===== src/rtl/vga_pkg.sv =====
// Shared definitions for the VGA drawing blocks.
// Provides frame defaults, coordinate/colour widths and the common
// drawing-engine state encoding.
package vga_pkg;

   localparam int unsigned XMAX_DEF = 160;
   localparam int unsigned YMAX_DEF = 120;
   localparam int unsigned X_W      = 8;
   localparam int unsigned Y_W      = 7;
   localparam int unsigned COL_W    = 3;

   // Drawing-engine states, shared by later VGA drawing blocks.
   typedef enum logic [1:0] {
      IDLE = 2'd0,
      DRAW = 2'd1,
      DONE = 2'd2
   } vga_state_e;

   // One pixel write as presented to the adapter.
   typedef struct packed {
      logic [X_W-1:0]   x;
      logic [Y_W-1:0]   y;
      logic [COL_W-1:0] colour;
   } vga_pixel_t;

endpackage


===== src/rtl/vga_scan_counter.sv =====
// Row-major x/y scan counter for rectangle fills.
// Ports:
//   clock, reset       - clock, asynchronous active-high reset
//   load               - capture x0/y0/x_last/y_last, counters := (x0, y0)
//   enable             - advance one pixel (x++, wrap to x0 and y++ at x_last)
//   x0, y0             - rectangle origin
//   x_last, y_last     - inclusive clipped rectangle bounds
//   x, y               - current pixel (registered)
//   last               - current pixel is the final one of the rectangle
module vga_scan_counter
   import vga_pkg::*;
(
   input  logic           clock,
   input  logic           reset,
   input  logic           load,
   input  logic           enable,
   input  logic [X_W-1:0] x0,
   input  logic [Y_W-1:0] y0,
   input  logic [X_W-1:0] x_last,
   input  logic [Y_W-1:0] y_last,
   output logic [X_W-1:0] x,
   output logic [Y_W-1:0] y,
   output logic           last
);

   logic [X_W-1:0] x_q, x_d;
   logic [Y_W-1:0] y_q, y_d;
   logic [X_W-1:0] x0_q, x0_d;
   logic [X_W-1:0] x_last_q, x_last_d;
   logic [Y_W-1:0] y_last_q, y_last_d;
   logic           row_end;

   assign row_end = (x_q == x_last_q);

   // Next-count logic: load wins over enable; row wrap reloads x0.
   always_comb begin
      x_d      = x_q;
      y_d      = y_q;
      x0_d     = x0_q;
      x_last_d = x_last_q;
      y_last_d = y_last_q;
      if (load) begin
         x_d      = x0;
         y_d      = y0;
         x0_d     = x0;
         x_last_d = x_last;
         y_last_d = y_last;
      end else if (enable) begin
         if (row_end) begin
            x_d = x0_q;
            y_d = y_q + Y_W'(1);
         end else begin
            x_d = x_q + X_W'(1);
         end
      end
   end

   always_ff @(posedge clock or posedge reset) begin
      if (reset) begin
         x_q      <= '0;
         y_q      <= '0;
         x0_q     <= '0;
         x_last_q <= '0;
         y_last_q <= '0;
      end else begin
         x_q      <= x_d;
         y_q      <= y_d;
         x0_q     <= x0_d;
         x_last_q <= x_last_d;
         y_last_q <= y_last_d;
      end
   end

   assign x    = x_q;
   assign y    = y_q;
   assign last = row_end && (y_q == y_last_q);

endmodule


===== src/rtl/vga_plotter.sv =====
// Rectangle fill engine: accepts one clipped rectangle command and emits
// one pixel write per clock in row-major order for the VGA adapter.
// Ports:
//   clock, reset          - clock, asynchronous active-high reset
//   start                 - command strobe, honoured only when idle
//   x0, y0, w, h          - rectangle origin and size (w/h of 0 = empty)
//   colour_in             - fill colour
//   x, y, colour, plot    - registered pixel write to the adapter
//   busy                  - command in progress
//   done                  - one-cycle completion pulse
module vga_plotter
   import vga_pkg::*;
#(
   parameter int unsigned XMAX = XMAX_DEF,
   parameter int unsigned YMAX = YMAX_DEF
) (
   input  logic             clock,
   input  logic             reset,
   input  logic             start,
   input  logic [X_W-1:0]   x0,
   input  logic [Y_W-1:0]   y0,
   input  logic [X_W-1:0]   w,
   input  logic [Y_W-1:0]   h,
   input  logic [COL_W-1:0] colour_in,
   output logic [X_W-1:0]   x,
   output logic [Y_W-1:0]   y,
   output logic [COL_W-1:0] colour,
   output logic             plot,
   output logic             busy,
   output logic             done
);

   vga_state_e       state_q, state_d;
   logic [COL_W-1:0] colour_q, colour_d;
   logic             plot_q, plot_d;
   logic             busy_q, busy_d;
   logic             done_q, done_d;

   logic             cnt_load;
   logic             cnt_enable;
   logic             cnt_last;
   logic [X_W-1:0]   cnt_x;
   logic [Y_W-1:0]   cnt_y;

   // One extra bit of headroom so x0+w / y0+h cannot wrap before clipping.
   logic [X_W:0]     x_end;
   logic [Y_W:0]     y_end;
   logic [X_W-1:0]   x_last;
   logic [Y_W-1:0]   y_last;
   logic             empty_cmd;

   always_comb begin
      x_end  = (X_W+1)'(x0) + (X_W+1)'(w) - (X_W+1)'(1);
      y_end  = (Y_W+1)'(y0) + (Y_W+1)'(h) - (Y_W+1)'(1);
      x_last = (x_end > (X_W+1)'(XMAX - 1)) ? X_W'(XMAX - 1) : x_end[X_W-1:0];
      y_last = (y_end > (Y_W+1)'(YMAX - 1)) ? Y_W'(YMAX - 1) : y_end[Y_W-1:0];
      empty_cmd = (w == '0) || (h == '0) ||
                  ((X_W+1)'(x0) >= (X_W+1)'(XMAX)) ||
                  ((Y_W+1)'(y0) >= (Y_W+1)'(YMAX));
   end

   vga_scan_counter u_scan (
      .clock  (clock),
      .reset  (reset),
      .load   (cnt_load),
      .enable (cnt_enable),
      .x0     (x0),
      .y0     (y0),
      .x_last (x_last),
      .y_last (y_last),
      .x      (cnt_x),
      .y      (cnt_y),
      .last   (cnt_last)
   );

   // Next state and next registered outputs. Colour is only latched for
   // non-empty commands so idle outputs keep the last plotted pixel.
   always_comb begin
      state_d    = state_q;
      colour_d   = colour_q;
      plot_d     = 1'b0;
      busy_d     = 1'b0;
      done_d     = 1'b0;
      cnt_load   = 1'b0;
      cnt_enable = 1'b0;
      case (state_q)
         IDLE: begin
            if (start) begin
               if (empty_cmd) begin
                  state_d = DONE;
                  done_d  = 1'b1;
               end else begin
                  state_d  = DRAW;
                  cnt_load = 1'b1;
                  colour_d = colour_in;
                  plot_d   = 1'b1;
                  busy_d   = 1'b1;
               end
            end
         end
         DRAW: begin
            if (cnt_last) begin
               state_d = DONE;
               done_d  = 1'b1;
            end else begin
               cnt_enable = 1'b1;
               plot_d     = 1'b1;
               busy_d     = 1'b1;
            end
         end
         DONE: begin
            state_d = IDLE;
         end
         default: begin
            state_d = IDLE;
         end
      endcase
   end

   always_ff @(posedge clock or posedge reset) begin
      if (reset) begin
         state_q  <= IDLE;
         colour_q <= '0;
         plot_q   <= 1'b0;
         busy_q   <= 1'b0;
         done_q   <= 1'b0;
      end else begin
         state_q  <= state_d;
         colour_q <= colour_d;
         plot_q   <= plot_d;
         busy_q   <= busy_d;
         done_q   <= done_d;
      end
   end

   assign x      = cnt_x;
   assign y      = cnt_y;
   assign colour = colour_q;
   assign plot   = plot_q;
   assign busy   = busy_q;
   assign done   = done_q;

endmodule


===== config.mk =====
export PLATFORM = sky130hd
export DESIGN_NAME = vga_plotter
export DESIGN_NICKNAME = d
export VERILOG_FILES = /design/src/rtl/vga_pkg.sv /design/src/rtl/vga_scan_counter.sv /design/src/rtl/vga_plotter.sv
export SDC_FILE = /design/constraint.sdc
export NUM_CORES = 1
export LEC_CHECK = 0
export BUFFER_PORTS_ARGS = -buffer_cell sky130_fd_sc_hd__clkbuf_2
export CORE_MARGIN = 3
export CORE_UTILIZATION = 57
export DETAILED_ROUTE_END_ITERATION = 7
export HOLD_SLACK_MARGIN = 0.02
export PLACE_DENSITY = 0.79
export SYNTH_ARGS = -nofsm -noshare
export SYNTH_HDL_FRONTEND = slang
export SYNTH_SLANG_ARGS = --single-unit

===== constraint.sdc =====
create_clock -name clock -period 2.7 [get_ports clock]
set_clock_uncertainty 0.2 [all_clocks]
set_input_delay 0.54 -clock clock [delete_from_list [all_inputs] [get_ports clock]]
set_output_delay 0.54 -clock clock [all_outputs]
set_load 0.005 [all_outputs]

# Word-level counts from Yosys, hierarchy flattened

Index checks and enable logic that the tools add are counted.

Output and inout bits: 21
Memories kept: 0
Input bits: 36
RAM bits: 0
Register bits after elaboration: 45
Bits in latches: 0
Word-level logic and storage cells: 59
ROM bits: 0

Bitwise logic cells: 1
Shift-type cells: 0
Divide/modulo/power cells: 0
Eq/ne operators: 5
Multiplexer cells: 22
Reduce and logical (&&, ||, !) cells: 12
Order comparisons: 4
$mul: 0
Add/subtract/negate cells: 6

Operator list:

| cell                                                                  | count |
|---|---|
| 8-bit 2-to-1 mux                                                      | 4 |
| 7-bit 2-to-1 mux                                                      | 4 |
| 8-bit by 8-bit adder with 9-bit output                                | 1 |
| 9-bit by 8-bit > comparator with 1-bit output (second input constant) | 1 |
| 9-bit by 1-bit subtractor with 9-bit output (second input constant)   | 1 |
| 7-bit by 7-bit adder with 8-bit output                                | 1 |
| 8-bit by 1-bit adder with 8-bit output (second input constant)        | 1 |
| 8-bit == test                                                         | 1 |
| 8-bit >= comparator (second input constant)                           | 1 |
| 8-bit by 7-bit > comparator with 1-bit output (second input constant) | 1 |
| 8-bit logical NOT                                                     | 1 |
| 1-bit 2-to-1 mux                                                      | 8 |
| 8-bit by 1-bit subtractor with 8-bit output (second input constant)   | 1 |
| 7-bit by 1-bit adder with 7-bit output (second input constant)        | 1 |
| 7-bit == test                                                         | 1 |
| 7-bit >= comparator (second input constant)                           | 1 |
| 7-bit logical NOT                                                     | 1 |
| 2-bit 2-to-1 mux                                                      | 3 |
| 2-bit != test (second input constant)                                 | 2 |
| 1-bit one-hot mux with 2 select lines                                 | 2 |
| 2-bit one-hot mux with 2 select lines                                 | 1 |
| 2-bit AND reduction                                                   | 2 |
| 2-bit nonzero test                                                    | 2 |
| 1-bit logical OR                                                      | 3 |
| 5 further kinds                                                       | 5 |

# Longest topological paths before layout

Depth in word-level cells: 9
Mapped depth: 12
Gate-level depth less buffers: 12

# Cells and area by module

A second synthesis with hierarchy kept.

Cells, all modules: 405
Area, all modules: 3,633.5 um2

Modules (own cells, without submodules):

| module           | cells each | instances | seq. area each (um2) | area each (um2) |
|---|---|---|---|---|
| vga_scan_counter | 201        | 1         | 950.9                | 2,093.3 |
| vga_plotter      | 204        | 1         | 175.2                | 1,540.2 |

# Worst setup path after synthesis

Ideal clock, no wire load.

Path type: input to register
Start point: input y0[1]
End point: register u_scan.y_last_q[2]
Required time: 2.379 ns
Buffers on the path: 0
Library setup time: 0.121 ns
Data arrival time: 2.572 ns
Path slack: -0.193 ns
Stages on the path: 11
Cell sequence: inv_1 > ha_1 > inv_1 > ha_1 > fa_1 > a21oi_1 > o211ai_1 > a21oi_1 > xnor2_1 > or3_4 > o22a_1

Word-level cells in the longest chain between the ends: 5
Elaborated cells between the ends (all ways): 9
Those cells by class: add/sub: 2; order compare: 2; mux: 4; reduce/logical: 1

RTL lines:

| what                                                                           | RTL line               | RTL |
|---|---|---|
| start, declared                                                                | vga_plotter.sv:21      | `input logic [Y_W-1:0] y0,` |
| branches (longest 5 deep; another with 7-bit by 7-bit adder with 8-bit output) | n/a                    |  |
| end signal, assigned                                                           | vga_scan_counter.sv:70 | `y_last_q <= y_last_d;` |
| end, declared                                                                  | vga_scan_counter.sv:30 | `logic [Y_W-1:0] y_last_q, y_last_d;` |

Parallel ways; which one is timed is not known.
A chain may end at the register's enable or synchronous reset.

# Worst setup path in the final report

Start point: input y0[1]
End point: register u_scan.y_last_q[0]

The elaborated chain is that of the path after synthesis.

==> impl_metrics.csv <==
group,metric,value,unit
synth,synth_xor_area_share,9.372,%
drt,viasPerCell,5.661,
finish,drive_gt1_share,37.55,%
synth,synth_area,3364,um2
critical_path,start_kind,"input port",
die,die-width,82.83,um
synth,ys_types,59,
power_and_ir_drop,power_density,795.0,nW/um2
cts,cts_tree,"done",
job,cap_viol_max_count,0,
synth,synth_seq_area_share,33.47,%
power_and_ir_drop,power_switching,1.506,mW
synth,yosys_register_bits,45,
critical_path,r2r_start,"u_scan.x[6]$_DFFE_PP0P_",
critical_path,crit_required,2690,ps
cts,clkLatencyLatePin,310,ps
sta,fin_ws,4.481,ps
critical_path,crit_fanout,4,
critical_path,worst-setup-path-type,"in -> reg",
synth,ys_top_cells_by_area,"dfrtp_1 (33%), ha_1 (11%), inv_1 (7.1%), xnor2_1 (6.0%), nand2_1 (5.7%)",
power_and_ir_drop,swShare,41.68,%
power_and_ir_drop,seq_power_share,36.9,%
place,io_buffers,56,
sta,period_needed,2696,ps
synth,synth_compound_area_share,16.21,%
place,hpwl,6640,um
die,pin_count,57,
cts,numCtsBuffers,5,
drt,antenna_left,0,
drt,num_vias,3227,
finish,seqCellArea,1126,um2
finish,syn_to_final_growth,35.07,%
synth,muxShareOfSynthArea,1.264,%
drt,avgRoutedWirePerCell,16.80,um
drt,firstDrtPassIters,5,
die,die-height,82.83,um
synth,yosys.area_share.simple,18.56,%
drt,drc,0,
finish,finalNetCount,565,
cts,cts.path.max_buffers,2,
grt,track_usage,24.76,%
grt,grt_pass1_vias,3029,
synth,synth_nets,450,
power_and_ir_drop,pwr-share-comb,51.4,%
grt,grt-ovfl-total,0,
synth,synth_edf_count,0,
power_and_ir_drop,ir_worst_vdd,0.0004232,V
synth,ys_async_sr_fraction,100.0,%
synth,synth_top_area_share,33.47,%
synth,synth_fa_ha_area_share,12.35,%
sta,finalSetupViolations,0,
power_and_ir_drop,p_clk_share,11.7,%
synth,synth_top_family_by_area,"simple AND/OR/NAND/NOR gates",
sta,slew_viol_final,0,
synth,post_synth.cell_area_avg,8.808,um2
sta,worstMarginPinSlew,775.6,ps
synth,yosys.area.top_type,"dfrtp_1",
synth,synth_most_common_cell,"inv_1",
sta,rsz0062_at_grt,"yes",
min_path,hp-class,"in -> async",
grt,grt_max_degree,23,
grt,antenna_found_initial,0,
sta,maxSlewHeadroom,47.98,%
cts,clock_sinks,45,
sta,hold_viol,0,
synth,yosysWarningCount,0,
finish,nFillCells,350,
cts,ctsHtreeMaxLevel,2,
cts,clkTransAtPathRegs,90,ps
place,place_ws,-337.9,ps
critical_path,critical_path_arrival,2680,ps
place,gp_congestion,0.8711,
drt,drtIter0Drc,196,
critical_path,crit_start,"y0[1]",
sta,finalCritPeriodShare,99.83,%
outcome,outcome,"finished clean",
die,start_util,60.00,%
drt,finalWirelength,9576,um
die,die_area,6861,um2
power_and_ir_drop,p_int,2.107,mW
power_and_ir_drop,leakagePower,2.179,nW
sta,fin_hold_ws,37.83,ps
finish,antennaDiodeCount,0,
cts,cts_root_buf,"clkbuf_8",
die,core_area,5608,um2
synth,synthFlopType,"dfrtp_1",
sta,max_freq,371.0,MHz
die,rows,27,
synth,synth_commonest_cells,"inv_1 (64), nand2_1 (51), dfrtp_1 (45)",
synth,syn_inst,382,
grt,grt_pass1_wl,14060,um
finish,multi_input_area,2200,um2
critical_path,end_kind,"flip-flop",
power_and_ir_drop,power,3.613,mW
==> per-layer routing <==
layer	global-route usage [%]	wire length [um]	vias up
met5	0	0	-
li1	-	-	1534
met1	32.68	3988	1546
met3	3.770	485	25
met2	42.06	4860	122
met4	7.281	240	0
==> per-stage QoR <==
stage | util (%) | setup TNS, ps | std cells | cell area (um2)
2_1_floorplan | - | -169.8 | 382 | 3430
3_3_place_gp | 74.61 | -2073 | 558 | 4184
3_5_place_dp | 74.61 | -3620 | 558 | 4184
4_1_cts | 76.89 | 0 | 567 | 4312
5_1_grt | 81.04 | -327.2 | 570 | 4544
6_report | 81.04 | 0 | 570 | 4544
==> what timing repair did <==
item                                    4_1_cts  5_1_grt
hold buffers                                  0        0
pin swaps                                     6       30
gates resized for setup                       6       46
cloned                                        0        0
buffers inserted                              1        4
endpoints found under the setup margin        3       13
==> state kept, by name, summed over array words and instances, names as in the netlist <==
| signal | flops |
|---|---|
| busy | 1 |
| u_scan.y_last_q | 7 |
| u_scan.x | 8 |
| colour | 3 |
| state_q | 2 |
| u_scan.x_last_q | 8 |
| done | 1 |
| u_scan.y | 7 |
| u_scan.x0_q | 8 |
==> critical path, cell delays in order <==
cell and delay (ps):
buf_8 100, inv_12 30, ha_4 240, inv_2 40
ha_4 160, fa_2 370, a21oi_4 190, o211ai_1 160
a21oi_2 210, xnor2_2 90, or3_4 360, o22a_1 200
==> power by group through the flow <==
stage	clock [mW]	combinational, mW	sequential [mW]
6_report	0.422	1.86	1.33
5_1_grt	0.441	2.03	1.38
4_1_cts	0.410	1.72	1.32
3_5_place_dp	0	1.69	1.34
3_3_place_gp	0	1.62	1.32
2_1_floorplan	0	1.16	1.27
==> area by class of cell <==
type                    count  area share, %
multi-input cells         262          48.40
flip-flops and latches     45          24.78
repair buffers            118          17.26
inverters                  65          5.754
well taps                  72          1.982
clock buffers               6          1.597
clock inverters             2         0.2203
==> cell usage in the layout, fill, tap and decap left out, drive strengths merged, types with 3 or more instances in the layout <==
master and count:
o32a 3, o21ai 22, o22a 7, dfrtp 45, nand2 52, clkbuf 55
buf 69, xor2 13, nand3 13, inv 64, nor3 4, a221o 3
nor2b 4, o21a 3, clkinv 3, nor4 8, o221ai 3, xnor2 23
and3 4, nor2 16, a21oi 11, a211oi 8, ha 30
==> worst paths after layout <==
kind	cells past startpoint	slack, ps	to
max	12	4	u_scan.y_last_q[0]$_DFFE_PP0P_
min	2	40	colour[1]$_DFFE_PP0P_
max reg2reg	7	290	u_scan.x[4]$_DFFE_PP0P_
min reg2reg	2	280	colour[0]$_DFFE_PP0P_
max in group asynchronous	3	1640	u_scan.x0_q[6]$_DFFE_PP0P_
min in group clock	3	210	colour[1]$_DFFE_PP0P_
==> cells by family after synthesis <==
group | count (synthesis)
buf+inv | 75
compound gates | 76
xor+xnor | 36
fa+ha+maj | 32
mux | 4
flops | 45
simple gates | 114
No activity file was read; power rests on OpenSTA's default activity.
